**src/rtl/rr_mux_arbiter_pkg.sv**
```systemverilog
// Shared encodings for the round-robin mux arbiter:
// FSM states, source indices and the grant pointer reset value.
package rr_mux_arbiter_pkg;

    typedef enum logic {
        EMPTY = 1'b0,
        FULL  = 1'b1
    } state_t;

    localparam logic [1:0] SRC_A = 2'd0;
    localparam logic [1:0] SRC_B = 2'd1;
    localparam logic [1:0] SRC_C = 2'd2;
    localparam logic [1:0] SRC_D = 2'd3;

    localparam logic [1:0] LAST_GRANT_RST = SRC_D;

endpackage

```
**src/rtl/rr_mux_arbiter_if.sv**
```systemverilog
// Four-source request bundle plus the registered output channel.
// master is the arbiter side, slave the surrounding sources/sink.
interface rr_mux_arbiter_if #(
    parameter int b = 8
);
    logic         validA;
    logic         validB;
    logic         validC;
    logic         validD;
    logic [b-1:0] intA;
    logic [b-1:0] intB;
    logic [b-1:0] intC;
    logic [b-1:0] intD;
    logic         readyA;
    logic         readyB;
    logic         readyC;
    logic         readyD;
    logic         outValid;
    logic         outReady;
    logic [b-1:0] out;
    logic [1:0]   sel;

    modport master (
        input  validA, validB, validC, validD,
        input  intA, intB, intC, intD,
        input  outReady,
        output readyA, readyB, readyC, readyD,
        output outValid, out, sel
    );

    modport slave (
        output validA, validB, validC, validD,
        output intA, intB, intC, intD,
        output outReady,
        input  readyA, readyB, readyC, readyD,
        input  outValid, out, sel
    );

endinterface

```
**src/rtl/rr_mux_arbiter_mux.sv**
```systemverilog
// Plain 4-to-1 data multiplexer used by the arbiter data path.
module MUX_4_To_1 #(
    parameter int b = 8
) (
    input  logic [b-1:0] in_a,
    input  logic [b-1:0] in_b,
    input  logic [b-1:0] in_c,
    input  logic [b-1:0] in_d,
    input  logic [1:0]   sel,
    output logic [b-1:0] y
);

    always_comb begin
        y = in_a;
        unique case (sel)
            2'd0: y = in_a;
            2'd1: y = in_b;
            2'd2: y = in_c;
            2'd3: y = in_d;
            default: y = in_a;
        endcase
    end

endmodule

```
**src/rtl/rr_mux_arbiter.sv**
```systemverilog
// Round-robin arbiter over four sources feeding one registered
// output word; grants are combinational, data lands next edge.
module rr_mux_arbiter
    import rr_mux_arbiter_pkg::*;
#(
    parameter int b = 8
) (
    input  logic              clk,
    input  logic              rst_n,
    rr_mux_arbiter_if.master  bus
);

    state_t       state;
    state_t       state_nxt;
    logic [1:0]   last_grant;
    logic [1:0]   grant_idx;
    logic [1:0]   cand;
    logic         grant_any;
    logic         load;
    logic         grant;
    logic [3:0]   valid_vec;
    logic [3:0]   ready_vec;
    logic [b-1:0] mux_out;
    logic [b-1:0] out_q;
    logic [1:0]   sel_q;

    assign valid_vec = {bus.validD, bus.validC, bus.validB, bus.validA};
    assign load      = (state == EMPTY) || bus.outReady;

    // Search starts one past the last winner and wraps mod 4.
    always_comb begin
        grant_any = 1'b0;
        grant_idx = last_grant;
        cand      = last_grant;
        for (int i = 1; i <= 4; i++) begin
            cand = last_grant + 2'(i);
            if (!grant_any && valid_vec[cand]) begin
                grant_any = 1'b1;
                grant_idx = cand;
            end
        end
    end

    assign grant = load && grant_any && rst_n;

    always_comb begin
        ready_vec = 4'b0000;
        if (grant) begin
            unique case (grant_idx)
                SRC_A: ready_vec = 4'b0001;
                SRC_B: ready_vec = 4'b0010;
                SRC_C: ready_vec = 4'b0100;
                SRC_D: ready_vec = 4'b1000;
                default: ready_vec = 4'b0000;
            endcase
        end
    end

    assign bus.readyA = ready_vec[0];
    assign bus.readyB = ready_vec[1];
    assign bus.readyC = ready_vec[2];
    assign bus.readyD = ready_vec[3];

    MUX_4_To_1 #(.b(b)) u_mux (
        .in_a (bus.intA),
        .in_b (bus.intB),
        .in_c (bus.intC),
        .in_d (bus.intD),
        .sel  (grant_idx),
        .y    (mux_out)
    );

    always_comb begin
        state_nxt = state;
        unique case (state)
            EMPTY: if (grant) state_nxt = FULL;
            FULL: begin
                if (grant)
                    state_nxt = FULL;
                else if (bus.outReady)
                    state_nxt = EMPTY;
            end
            default: state_nxt = EMPTY;
        endcase
    end

    always_ff @(posedge clk or negedge rst_n) begin
        if (!rst_n) begin
            state      <= EMPTY;
            out_q      <= '0;
            sel_q      <= SRC_A;
            last_grant <= LAST_GRANT_RST;
        end else begin
            state <= state_nxt;
            if (grant) begin
                out_q      <= mux_out;
                sel_q      <= grant_idx;
                last_grant <= grant_idx;
            end
        end
    end

    assign bus.outValid = (state == FULL);
    assign bus.out      = out_q;
    assign bus.sel      = sel_q;

endmodule

```
**src/flat_wrapper.sv**
```systemverilog
// flat-port wrapper written by rule: the top's interface ports become plain ports
module rr_mux_arbiter_flat import rr_mux_arbiter_pkg::*;
#(
    parameter int b = 8
)
  (clk, rst_n, bus_validA, bus_validB, bus_validC, bus_validD, bus_intA, bus_intB, bus_intC, bus_intD, bus_outReady, bus_readyA, bus_readyB, bus_readyC, bus_readyD, bus_outValid, bus_out, bus_sel);
  rr_mux_arbiter_if #(.b(b)) bus_i ();
  input  logic clk;
  input  logic rst_n;
  input wire logic [$bits(bus_i.validA)-1:0] bus_validA;
  input wire logic [$bits(bus_i.validB)-1:0] bus_validB;
  input wire logic [$bits(bus_i.validC)-1:0] bus_validC;
  input wire logic [$bits(bus_i.validD)-1:0] bus_validD;
  input wire logic [$bits(bus_i.intA)-1:0] bus_intA;
  input wire logic [$bits(bus_i.intB)-1:0] bus_intB;
  input wire logic [$bits(bus_i.intC)-1:0] bus_intC;
  input wire logic [$bits(bus_i.intD)-1:0] bus_intD;
  input wire logic [$bits(bus_i.outReady)-1:0] bus_outReady;
  output wire logic [$bits(bus_i.readyA)-1:0] bus_readyA;
  output wire logic [$bits(bus_i.readyB)-1:0] bus_readyB;
  output wire logic [$bits(bus_i.readyC)-1:0] bus_readyC;
  output wire logic [$bits(bus_i.readyD)-1:0] bus_readyD;
  output wire logic [$bits(bus_i.outValid)-1:0] bus_outValid;
  output wire logic [$bits(bus_i.out)-1:0] bus_out;
  output wire logic [$bits(bus_i.sel)-1:0] bus_sel;
  assign bus_i.validA = bus_validA;
  assign bus_i.validB = bus_validB;
  assign bus_i.validC = bus_validC;
  assign bus_i.validD = bus_validD;
  assign bus_i.intA = bus_intA;
  assign bus_i.intB = bus_intB;
  assign bus_i.intC = bus_intC;
  assign bus_i.intD = bus_intD;
  assign bus_i.outReady = bus_outReady;
  assign bus_readyA = bus_i.readyA;
  assign bus_readyB = bus_i.readyB;
  assign bus_readyC = bus_i.readyC;
  assign bus_readyD = bus_i.readyD;
  assign bus_outValid = bus_i.outValid;
  assign bus_out = bus_i.out;
  assign bus_sel = bus_i.sel;
  rr_mux_arbiter #(.b(b)) u_core (.clk(clk), .rst_n(rst_n), .bus(bus_i));
endmodule
```
**config.mk**
```make
export PLATFORM = sky130hd
export DESIGN_NAME = rr_mux_arbiter_flat
export DESIGN_NICKNAME = d
export VERILOG_FILES = /design/src/rtl/rr_mux_arbiter_pkg.sv /design/src/rtl/rr_mux_arbiter_if.sv /design/src/rtl/rr_mux_arbiter_mux.sv /design/src/rtl/rr_mux_arbiter.sv /design/src/flat_wrapper.sv
export SDC_FILE = /design/constraint.sdc
export NUM_CORES = 1
export LEC_CHECK = 0
export BUFFER_PORTS_ARGS = -buffer_cell sky130_fd_sc_hd__buf_2
export CORE_MARGIN = 8
export CORE_UTILIZATION = 41
export CTS_CLUSTER_DIAMETER = 50
export CTS_CLUSTER_SIZE = 14
export DETAILED_ROUTE_END_ITERATION = 7
export GPL_ROUTABILITY_DRIVEN = 0
export PLACE_DENSITY_LB_ADDON = 0.12
export SKIP_CTS_REPAIR_TIMING = 1
export SYNTH_ARGS = -nofsm -noshare
export SYNTH_HDL_FRONTEND = slang
export SYNTH_HIERARCHICAL = 1
export SYNTH_SLANG_ARGS = --single-unit
```
**constraint.sdc**
```tcl
create_clock -name clk -period 2.4 [get_ports clk]
set_input_delay 0.24 -clock clk [delete_from_list [all_inputs] [get_ports clk]]
set_output_delay 0.24 -clock clk [all_outputs]
set_load 0.01 [all_outputs]
```
Word-level counts from Yosys, hierarchy flattened --
Index checks and enable logic that the tools add are counted.
Storage, ports and cells: register bits after elaboration 13, bits in latches 0, bits in writable memories 0, ROM bits 0, output and inout bits 15, memories kept 0
Cells by class: add/sub/neg operators 3, multiply operators 0, div/mod/pow operators 0, order comparisons 4, equal/unequal tests 3, shift operators 0, multiplexer cells 23, bitwise gates (word level) 1, reductions and logical operators 10
Operator list (count):
- $pmux W8 S4 | 1
- $pmux W4 S4 | 1
- $lt A2 B3 Y1 const B | 4
- $mux W1 | 11
- $bmux W1 S2 | 4
- $mux W2 | 4
- $logic_and A1 B1 Y1 | 5
- $add A2 B2 Y2 const B | 2
- $eq A2 B2 Y1 const B | 2
- $mux W4 | 1
- $logic_not A1 Y1 | 3
- $add A2 B1 Y2 const B | 1
- $eq A2 B1 Y1 const B | 1
- $logic_not A2 Y1 | 1
- $pmux W1 S2 | 1
- $logic_or A1 B1 Y1 | 1
- $not A1 Y1 | 1

Longest topological paths before layout --
Gate-level depths: netlist of run 1.
word-level depth 17, depth in mapped cells 7

Cells and area by module --
The synthesis of run 1 kept the hierarchy.
Modules (own cells, without submodules):
- rr_mux_arbiter | instances 1, cells an instance 51, area an instance 635.6 um^2, sequential area each 327.8 um^2
- MUX_4_To_1 | instances 1, cells an instance 10, area an instance 196.4 um^2, sequential area each 0.0 um^2

Least setup slack after synthesis of run 1 --
OpenSTA, ideal clock, no wires.
path type register -> register, start point reg u_core.last_grant[0], end point reg u_core.out_q[5] (netlist: u_core/bus.out[5]), arrival 1.810 ns, required time 2.275 ns, slack 0.465 ns, stages on the path, launching flop included 8, buffers on the path 1, period minus slack after synthesis 1.935 ns, path through dfstp_2 nand2b_1 a21o_1 and3_1 inv_2 buf_6 mux4_2 mux2_4
On the way: cells in the longest elaborated chain, start to end 15, elaborated cells on any way between the ends 32
RTL lines:
- start, declared | line rr_mux_arbiter.sv:15 | logic [1:0] last_grant;
- start signal, assigned | line rr_mux_arbiter.sv:98 | last_grant <= grant_idx;
- $add A2 B1 Y2 | line rr_mux_arbiter.sv:36 | cand = last_grant + 2'(i);
- $bmux W1 S2 | line rr_mux_arbiter.sv:37 | if (!grant_any && valid_vec[cand]) begin
- $mux W1 (not written as such) | line rr_mux_arbiter.sv:37
- $mux W1 | line rr_mux_arbiter.sv:37
- $logic_not A1 Y1 | line rr_mux_arbiter.sv:37
- $logic_and A1 B1 Y1 | line rr_mux_arbiter.sv:37
- $mux W1 | line rr_mux_arbiter.sv:37
- $logic_not A1 Y1 | line rr_mux_arbiter.sv:37
- $logic_and A1 B1 Y1 | line rr_mux_arbiter.sv:37
- $mux W1 | line rr_mux_arbiter.sv:37
- $logic_not A1 Y1 | line rr_mux_arbiter.sv:37
- $logic_and A1 B1 Y1 | line rr_mux_arbiter.sv:37
- $mux W2 (*) | line rr_mux_arbiter.sv:37
- named net u_core.grant_idx[0] | line rr_mux_arbiter.sv:16 | logic [1:0] grant_idx;
- $eq A2 B2 Y1 (tied with other cells) | line rr_mux_arbiter_mux.sv:15 | unique case (sel)
- $pmux W8 S4 (*) | line rr_mux_arbiter_mux.sv:15
- named net u_core.mux_out[5] | line rr_mux_arbiter.sv:23 | logic [b-1:0] mux_out;
- end signal, assigned | line rr_mux_arbiter.sv:96 | out_q <= mux_out;
- end, declared | line rr_mux_arbiter.sv:24 | logic [b-1:0] out_q;
Mark *: on every way through the listed nets, which the timed path passes. The rest lies on a longest branch. The select of a mux whose other input is x is not followed. A chain may end at the register's enable or synchronous reset.

Worst setup path in the final report of run 1 --
start point in rst_n, end point out bus_readyB
On the way: cells in the longest elaborated chain, start to end 2
RTL lines:
- start, declared | line flat_wrapper.sv:9 | input logic rst_n;
- $logic_and A1 B1 Y1 | line rr_mux_arbiter.sv:44 | assign grant = load && grant_any && rst_n;
- $mux W4 | line rr_mux_arbiter.sv:48 | if (grant) begin
- end, declared | line flat_wrapper.sv:20 | output wire logic [$bits(bus_i.readyB)-1:0] bus_readyB;
Every way passes these cells.

==> summary.md, run 1 <==
| Metric | Value |
|---|---|
| Area leader, netlist | `dfrtp_1` |
| Routed WL | `2070 µm` |
| Largest net degree at the start of global routing | `19` |
| WP data required | `2.16 ns` |
| Psw | `0.383 mW` |
| CTS Buf Count | `3` |
| Reg clk slew, reported paths | `0.08 ns` |
| Vias in the first global route | `809` |
| Post-synth top area share | `33.1%` |
| Number of synthesized register bits | `13` |
| Mapped Avg Cell Area | `13.6 µm²` |
| Initial Util | `42.8%` |
| Cell-internal power | `0.727 mW` |
| CTS tree | `yes` |
| Slew headroom | `66.1%` |
| Max Slew Vio Count | `0` |
| # DRC | `0` |
| Fin. Hold Viols | `0` |
| Critical Path Sink Type | `primary output` |
| CP top delay family | `buffers and inverters` |
| CP max stage cell | `dlygate4sd3_1` |
| Gr ovfl total | `0` |
| Antenna violations before repair | `0` |
| Met2 GRT Util | `19.7%` |
| Worst-path cell chain | `dlygate4sd3_1 -> buf_2 -> o41ai_4 -> a21oi_4 -> nor3b_1 -> buf_2` |
| Layout Cells excl Fill | `145` |
| First-pass GRT wire length | `3430 µm` |
| MaxCap Viol Count | `0` |
| CP most frequent cell | `buf_2` |
| Yosys warning count | `6` |
| Synth top area cells | `dfrtp_1, mux4_2, mux2_2` |
| Detailed Routing Iterations Pass 1 | `4` |
| PD cells | `961 nW/µm²` |
| Post-synth EDFFs | `0` |
| Cells after Synth | `61` |
| NumNets Final | `158` |
| IO buf count | `53` |
| Unrepaired setup endpoints after global routing | `no` |
| Placed Cells | `140` |
| Die Span Y | `61.1 µm` |
| Htree depth | `1` |
| Status | `finished, final reports clean` |
| Final min period | `2.08 ns` |
| Pleak | `0.566 nW` |
| Async set-reset flop share out of synthesis | `100%` |
| Worst path bufs/invs | `3` |
| Synth Cell Area | `832 µm²` |
| Worst hold-check path type | `in -> reg` |
| Crit share post-route | `86.6%` |
| Met3 Use GR | `5.43%` |
| GRT Total Usage | `12.2%` |
| CP startpoint kind | `primary input` |
| Met1 Use GR | `13.3%` |
| 1st-iter DRT viols | `14` |
| Total negative slack | `0 ns` |
| Core area | `1940 µm²` |
| Row count | `16` |
| CTS root buffer | `clkbuf_4` |
| Die W | `61.1 µm` |
| Register area share after synthesis | `39.4%` |
| DP HPWL | `1730 µm` |
| Worst-Margin Slew | `0.507 ns` |
| VDD IR max | `485 µV` |
| WL per Instance | `14.3 µm` |
| # fillers | `184` |
| Remaining antenna violation count | `0` |
| Global routing's busiest layer | `met2` |
| Reg power frac | `35.0%` |
| Clk_lat worst skew | `0.27 ns` |
| Synth Flop Type | `dfrtp_1` |
| Clock group share of total power | `12.0%` |
| Gate power share | `52.9%` |
| Vias per Instance | `4.84` |
| CP Data Arrival Time | `1.84 ns` |
| Max Root-Sink Buffers | `2` |
| Fmax | `481 MHz` |
| Syn Nets | `100` |
| Post-synthesis cell type count | `22` |
| Num ports | `54` |
| Count leader, synth | `dfrtp_1` |
| Area Overhead vs Synth | `38.8%` |
| Most frequent cells after synthesis | `dfrtp_1, mux2_2, mux4_2, nor2_1, o21ai_0` |
| Switching Share | `34.5%` |
| WS Path Type | `in -> out` |
| Crit path largest cell delay | `0.51 ns` |
| # clock sinks | `13` |
| Share of cells above drive strength 1 | `68.6%` |
| Vias | `702` |
| Full die area | `3730 µm²` |
| Final setup viols | `0` |
| Antenna Diode Count | `0` |
| Worst Skew | `0.00152 ns` |
| Crit-path max FO | `18` |
-- cell usage in the layout, fill, tap and decap left out --
cell / instances
nor2b_1: 2
mux4_2: 8
buf_4: 2
mux2_4: 2
nand2_1: 1
nor2_1: 4
inv_1: 2
dlygate4sd3_1: 1
clkbuf_1: 1
and3_1: 3
a21oi_4: 1
dfstp_2: 2
mux2_2: 8
o41ai_4: 1
a21o_1: 1
clkbuf_4: 3
inv_2: 1
or2b_1: 1
buf_2: 53
o21ai_0: 4
dfrtp_1: 11
nor3b_1: 2
nand2b_1: 1
o21ai_1: 1
a21oi_1: 2
-- logic make-up (layout without fill, tap and decap cells) --
family                 count (synthesis)  count (layout)  synth area share (%)
AOI/OAI and AO/OA                     10              10                  10.4
buffers and inverters                  6              63                  4.66
DFF                                   13              13                  39.4
muxes                                 18              18                  36.1
and+or+nand+nor                       14              14                  9.47
-- state kept, by name, indices dropped and copies added, names as in the netlist --
signal / cells
u_core/last_grant: 2
u_core/bus.sel: 2
u_core/bus.outValid: 1
u_core/bus.out: 8
-- per-stage QoR --
step / utilization, % / total power [mW] / area (µm²) / worst slack [ns] / hold WS [ns]
CTS: 59.0 / 1.13 / 1140 / 0.300 / -0.0502
detailed placement: 57.6 / 0.992 / 1120 / 0.228 / 0.255
global route: 59.5 / 1.21 / 1150 / 0.150 / 0.122
floorplan: - / 0.810 / 832 / 0.465 / -0.0556
finish: 59.5 / 1.11 / 1150 / 0.322 / 0.159
global placement: 57.6 / 0.982 / 1120 / 0.243 / 0.243
-- layer usage --
layer,share of wire (%),vias to the layer above
li1,-,344
met1,41,324
met2,49,32
met3,9.2,2
met4,0.63,0
met5,0,-
-- path summary, 6_finish.rpt --
path,start,endpoint,slack (ns),cells after the start
min in group asynchronous,rst_n,u_core/bus.out[5],0.48,3
max in group asynchronous,rst_n,u_core/last_grant[0],1.68,3
worst max register to register,u_core/last_grant[0],u_core/bus.out[1],0.34,6
worst max-delay path,rst_n,bus_readyB,0.32,6
worst min-delay path,bus_outReady,u_core/bus.outValid,0.16,2
worst min register to register,u_core/bus.out[0],u_core/bus.out[0],0.51,1
-- power groups by stage --
stage	clock, mW	combinational [mW]	sequential [mW]
global route	0.162	0.641	0.405
detailed placement	0	0.600	0.392
global placement	0	0.591	0.390
CTS	0.143	0.601	0.390
floorplan	0	0.381	0.429
finish	0.134	0.587	0.389
-- layout make-up --
type | count | area, µm² | area share, %
flip-flops and latches | 13 | 328 | 28.4
clock buffers | 4 | 26.3 | 2.28
repair buffers | 56 | 290 | 25.1
inverters | 3 | 11.3 | 0.975
well taps | 27 | 33.8 | 2.93
multi-input cells | 42 | 465 | 40.3
Note: power is estimated with default switching activity, not from simulation.
==> run 2, diff against run 1 <==
--- a/config.mk
+++ b/config.mk
@@ -5,6 +5,7 @@
 export SDC_FILE = /design/constraint.sdc
 export NUM_CORES = 1
 export LEC_CHECK = 0
+export ABC_CLOCK_PERIOD_IN_PS = 2400
 export BUFFER_PORTS_ARGS = -buffer_cell sky130_fd_sc_hd__buf_2
 export CORE_MARGIN = 8
 export CORE_UTILIZATION = 41
@@ -12,7 +13,7 @@
 export CTS_CLUSTER_SIZE = 14
 export DETAILED_ROUTE_END_ITERATION = 7
 export GPL_ROUTABILITY_DRIVEN = 0
-export PLACE_DENSITY_LB_ADDON = 0.12
+export PLACE_DENSITY = 0.87
 export SKIP_CTS_REPAIR_TIMING = 1
 export SYNTH_ARGS = -nofsm -noshare
 export SYNTH_HDL_FRONTEND = slang
==> summary.md, run 2 (synthesis results as in run 1) <==
| Metric | Value |
|---|---|
| Status | `finished, final reports clean` |
| Antenna violations before repair | `0` |
| Commonest non-fill, non-tap cells in the layout | `buf_2, dfrtp_1, mux2_2, mux4_2` |
| First-pass GRT wire length | `3660 µm` |
| Die Span Y | `61.1 µm` |
| # DRC | `0` |
| Multi-input logic area | `465 µm²` |
| Clock group share of total power | `11.5%` |
| Die W | `61.1 µm` |
| WL per Instance | `15.3 µm` |
| Vias per Instance | `5.04` |
| Total power | `1.12 mW` |
| Vias in the first global route | `874` |
| Crit-path max FO | `10` |
| Unrepaired setup endpoints after global routing | `no` |
| NumNets Final | `158` |
| Share of cells above drive strength 1 | `68.6%` |
| Commonest non-fill, non-tap cell in the layout | `buf_2` |
| Num ports | `54` |
| Gr ovfl total | `0` |
| Htree depth | `1` |
| WS Path Type | `reg -> reg` |
| Full die area | `3730 µm²` |
| Total negative slack | `0 ns` |
| Antenna Diode Count | `0` |
| Crit share post-route | `86.7%` |
| MaxCap Viol Count | `0` |
| # clock sinks | `13` |
| Row count | `16` |
| CP startpoint kind | `flop` |
| IO buf count | `53` |
| Vias | `731` |
| Slew headroom | `65.2%` |
| Register Area | `328 µm²` |
| R2R depth | `6` |
| Max Root-Sink Buffers | `2` |
| CTS tree | `yes` |
| Largest net degree at the start of global routing | `19` |
| Final setup viols | `0` |
| Clk_lat worst skew | `0.27 ns` |
| Met2 wire length | `1050 µm` |
| Gate power share | `53.4%` |
| Remaining antenna violation count | `0` |
| Worst Skew | `0.00333 ns` |
| 1st-iter DRT viols | `16` |
| Initial Util | `42.8%` |
| DP HPWL | `1840 µm` |
| Hold depth | `2` |
| Psw | `0.396 mW` |
| Max Slew Vio Count | `0` |
| Worst hold-check path type | `in -> reg` |
| WP data required | `2.56 ns` |
| GRT Total Usage | `13.0%` |
| Cell-internal power | `0.727 mW` |
| Switching Share | `35.2%` |
| Routed WL | `2210 µm` |
| Pleak | `0.566 nW` |
| CTS Buf Count | `3` |
| Wl on met1 | `904 µm` |
| Worst-Margin Slew | `0.521 ns` |
| Core area | `1940 µm²` |
| Met3 wire length | `221 µm` |
| Fmax | `481 MHz` |
| Detailed Routing Iterations Pass 1 | `2` |
| Critical Path Sink Type | `flop` |
| CTS root buffer | `clkbuf_4` |
| # fillers | `176` |
| Final min period | `2.08 ns` |
| DR top layer | `met4` |
| Reg power frac | `35.0%` |
| Largest register FFs | `8` |
| Reg clk slew, reported paths | `0.08 ns` |
| PD cells | `972 nW/µm²` |
| Fin. Hold Viols | `0` |
| Area Overhead vs Synth | `38.8%` |
| VDD IR max | `658 µV` |
| CP Data Arrival Time | `2.24 ns` |
[run 2: through the flow]
step | hold slack, ns | utilization [%] | area, µm² | instances | worst slack [ns]
floorplan | -0.0556 | - | 832 | 61 | 0.465
global placement | 0.247 | 57.6 | 1120 | 140 | 0.253
detailed placement | 0.244 | 57.6 | 1120 | 140 | 0.200
CTS | -0.0482 | 59.0 | 1140 | 144 | 0.294
global route | 0.155 | 59.5 | 1150 | 145 | 0.171
finish | 0.182 | 59.5 | 1150 | 145 | 0.319
[run 2: final cells by class]
cell class                 instances  area share [%]
sequential                        13            28.4
inverter                           3           0.975
tap                               27            2.93
timing repair buffer              56            25.1
clock buffer                       4            2.28
multi-input combinational         42            40.3
[run 2: critical path: stages, from the launching register on]
cell	delay, ns
dfstp_2	0.39
nand2b_1	0.15
a21o_1	0.15
and3_1	0.23
inv_2	0.24
mux4_2	0.54
mux2_4	0.27
[run 2: path summary, 6_finish.rpt]
| check | slack (ns) | startpoint | end |
|---|---|---|---|
| max reg2reg | 0.32 | u_core/last_grant[0] | u_core/bus.out[6] |
| min | 0.18 | bus_outReady | u_core/bus.outValid |
| min in group asynchronous | 0.48 | rst_n | u_core/bus.sel[0] |
| max in group asynchronous | 1.69 | rst_n | u_core/last_grant[1] |
| min reg2reg | 0.52 | u_core/bus.sel[1] | u_core/bus.sel[1] |
| max | 0.32 | u_core/last_grant[0] | u_core/bus.out[6] |
[run 2: per-layer routing]
metal / vias up / GRT usage (%)
met5: - / 0
met4: 0 / 4.98
met3: 4 / 5.22
met2: 38 / 21.0
met1: 346 / 14.9
li1: 343 / -
[run 2: power groups by stage]
| stage | Sequential (mW) | Clock, mW | Combinational [mW] |
|---|---|---|---|
| 2_1_floorplan | 0.429 | 0 | 0.381 |
| 5_1_grt | 0.404 | 0.150 | 0.658 |
| 6_report | 0.393 | 0.130 | 0.600 |
| 3_3_place_gp | 0.387 | 0 | 0.588 |
| 3_5_place_dp | 0.395 | 0 | 0.609 |
| 4_1_cts | 0.394 | 0.134 | 0.614 |
==> run 3, diff against run 2 <==
--- a/config.mk
+++ b/config.mk
@@ -5,15 +5,16 @@
 export SDC_FILE = /design/constraint.sdc
 export NUM_CORES = 1
 export LEC_CHECK = 0
+export ABC_AREA = 1
 export ABC_CLOCK_PERIOD_IN_PS = 2400
 export BUFFER_PORTS_ARGS = -buffer_cell sky130_fd_sc_hd__buf_2
 export CORE_MARGIN = 8
-export CORE_UTILIZATION = 41
+export CORE_UTILIZATION = 45
 export CTS_CLUSTER_DIAMETER = 50
 export CTS_CLUSTER_SIZE = 14
 export DETAILED_ROUTE_END_ITERATION = 7
 export GPL_ROUTABILITY_DRIVEN = 0
-export PLACE_DENSITY = 0.87
+export PLACE_DENSITY = 0.88
 export SKIP_CTS_REPAIR_TIMING = 1
 export SYNTH_ARGS = -nofsm -noshare
 export SYNTH_HDL_FRONTEND = slang
==> constraint.sdc (replaced) <==
create_clock -name clk -period 2.4 [get_ports clk]
set_input_delay 0.36 -clock clk [delete_from_list [all_inputs] [get_ports clk]]
set_output_delay 0.36 -clock clk [all_outputs]
set_load 0.01 [all_outputs]
==> summary.md, run 3 <==
| Metric | Value |
|---|---|
| NumNets Final | `274` |
| Synth Flop Type | `dfrtp_1` |
| Post-synth top area share | `25.7%` |
| Count leader, synth | `nand2_1` |
| Status | `finished, final reports clean` |
| Worst Skew | `0.00260 ns` |
| CTS root buffer | `clkbuf_4` |
| Slew headroom | `78.5%` |
| Vias per Instance | `5.17` |
| Commonest non-fill, non-tap cell in the layout | `nand2_1` |
| Mapped Avg Cell Area | `6.56 µm²` |
| WS Path Type | `reg -> out` |
| Detailed Routing Iterations Pass 1 | `4` |
| Worst hold-check path type | `in -> reg` |
| Vias | `1355` |
| Post-synthesis cell type count | `21` |
| Vias in the first global route | `1257` |
| Final min period | `2.37 ns` |
| Num ports | `54` |
| DP HPWL | `2420 µm` |
| Async set-reset flop share out of synthesis | `100%` |
| CP Data Arrival Time | `2.01 ns` |
| CP most frequent cell | `nand2_2` |
| Total negative slack | `0 ns` |
| VDD IR max | `1290 µV` |
| CTS Buf Count | `3` |
| GRT Total Usage | `14.3%` |
| Yosys warning count | `6` |
| Post-synth EDFFs | `0` |
| Largest register FFs | `8` |
| PD cells | `1780 nW/µm²` |
| Max Root-Sink Buffers | `2` |
| CP top delay family | `simple AND/OR/NAND/NOR gates` |
| Crit share post-route | `98.8%` |
| Worst path bufs/invs | `2` |
| Crit-path max FO | `9` |
| Cell Area, Placed | `1340 µm²` |
| Synth top area cells | `dfrtp_1, nand2_1, nand3_1` |
| IO buf count | `53` |
| Max Slew Vio Count | `0` |
| WP data required | `2.04 ns` |
| Crit path largest cell delay | `0.62 ns` |
| Commonest non-fill, non-tap cells in the layout | `nand2_1, buf_2, nand3_1, nand2_2, buf_4` |
| Final setup viols | `0` |
| Critical Path Sink Type | `primary output` |
| Remaining antenna violation count | `0` |
| # DRC | `0` |
| Share of cells above drive strength 1 | `49.1%` |
| Largest net degree at the start of global routing | `20` |
| Area Overhead vs Synth | `48.5%` |
| Most frequent cells after synthesis | `nand2_1, nand3_1, dfrtp_1, nand4_1` |
| Full die area | `4190 µm²` |
| Row count | `17` |
| Fin. Hold Viols | `0` |
| Synth Cell Area | `1070 µm²` |
| CP startpoint kind | `flop` |
| Antenna Diode Count | `0` |
| Die Span Y | `64.8 µm` |
| Register area share after synthesis | `30.6%` |
| First-pass GRT wire length | `5040 µm` |
| CTS tree | `yes` |
| Area leader, netlist | `dfrtp_1` |
| Reg clk slew, reported paths | `0.07 ns` |
| Pleak | `0.879 nW` |
| Hold slack final | `0.271 ns` |
| # clock sinks | `13` |
| Worst-Margin Slew | `0.323 ns` |
| Worst-path cell chain | `inv_4 -> nand2_2 -> nand2_2 -> nand2_2 -> nand2_4 -> or2_1 -> nand3_2 -> nand2_4 -> nor3_2 -> buf_2` |
| Clk_lat worst skew | `0.27 ns` |
| Fmax | `422 MHz` |
| 1st-iter DRT viols | `74` |
| Unrepaired setup endpoints after global routing | `yes` |
| Htree depth | `1` |
| CP max stage cell | `dfstp_2` |
| Die W | `64.8 µm` |
| Antenna violations before repair | `0` |
| Initial Util | `47.9%` |
| Syn Nets | `202` |
| Routed WL | `3440 µm` |
| MaxCap Viol Count | `0` |
| Reg2Reg Setup Slack | `0.09 ns` |
| Gr ovfl total | `0` |
| Number of synthesized register bits | `13` |
| Core area | `2230 µm²` |
| WL per Instance | `13.1 µm` |
| Cells after Synth | `163` |
| Fin area | `1590 µm²` |
==> run 3: changes by cell type in the layout (fill, tap and decap cells not counted), sizes merged, moves of 7 or more <==
cell   previous run  this run
buf              55        72
inv               3        10
mux2             10         0
mux4              8         0
nand2             1        76
nand3             0        36
nand4             0         8
==> run 3: path summary, 6_finish.rpt <==
| check | endpoint | from | depth (start not counted) |
|---|---|---|---|
| min in group asynchronous | u_core/bus.sel[1] | rst_n | 2 |
| min | u_core/bus.outValid | bus_outReady | 2 |
| max reg2reg | u_core/bus.out[4] | u_core/last_grant[0] | 15 |
| max | bus_readyA | u_core/last_grant[0] | 10 |
| max in group asynchronous | u_core/last_grant[0] | rst_n | 2 |
| min reg2reg | u_core/bus.out[5] | u_core/bus.out[5] | 2 |
==> run 3: final cells by class <==
type | count | area, µm²
Timing Repair Buffer | 73 | 438
Sequential cell | 13 | 328
Clock buffer | 4 | 26.3
Fill cell | 177 | 644
Inverter | 11 | 48.8
Tap cell | 28 | 35.0
Multi-Input combinational cell | 133 | 713
==> run 3: logic make-up after synthesis <==
group | after synthesis | synth area share [%]
and+or+nand+nor | 128 | 57.0
buffers and inverters | 17 | 10.1
DFF | 13 | 30.6
AOI/OAI and AO/OA | 5 | 2.34
==> run 3: per-stage QoR <==
stage / std cells / utilization, % / total power [mW] / worst slack [ns]
after floorplan: 163 / - / 1.90 / 0.478
after global placement: 241 / 60.1 / 2.21 / 0.228
after detailed placement: 241 / 60.1 / 2.24 / 0.180
after CTS: 245 / 61.2 / 2.38 / -0.0615
after global routing: 262 / 71.1 / 3.09 / -0.0811
final: 262 / 71.1 / 2.83 / 0.0281
==> run 3: power breakdown <==
| group | internal (mW) | switching [mW] |
|---|---|---|
| clock | 0.0643 | 0.0652 |
| combinational | 0.913 | 1.37 |
| sequential | 0.340 | 0.0705 |
==> run 3: layer usage <==
layer	wire length [µm]	GRT usage (%)	up-vias
met2	1570	22.7	65
met1	1440	16.9	603
met4	85	4.90	0
li1	-	-	677
met5	0	0	-
met3	341	6.19	10
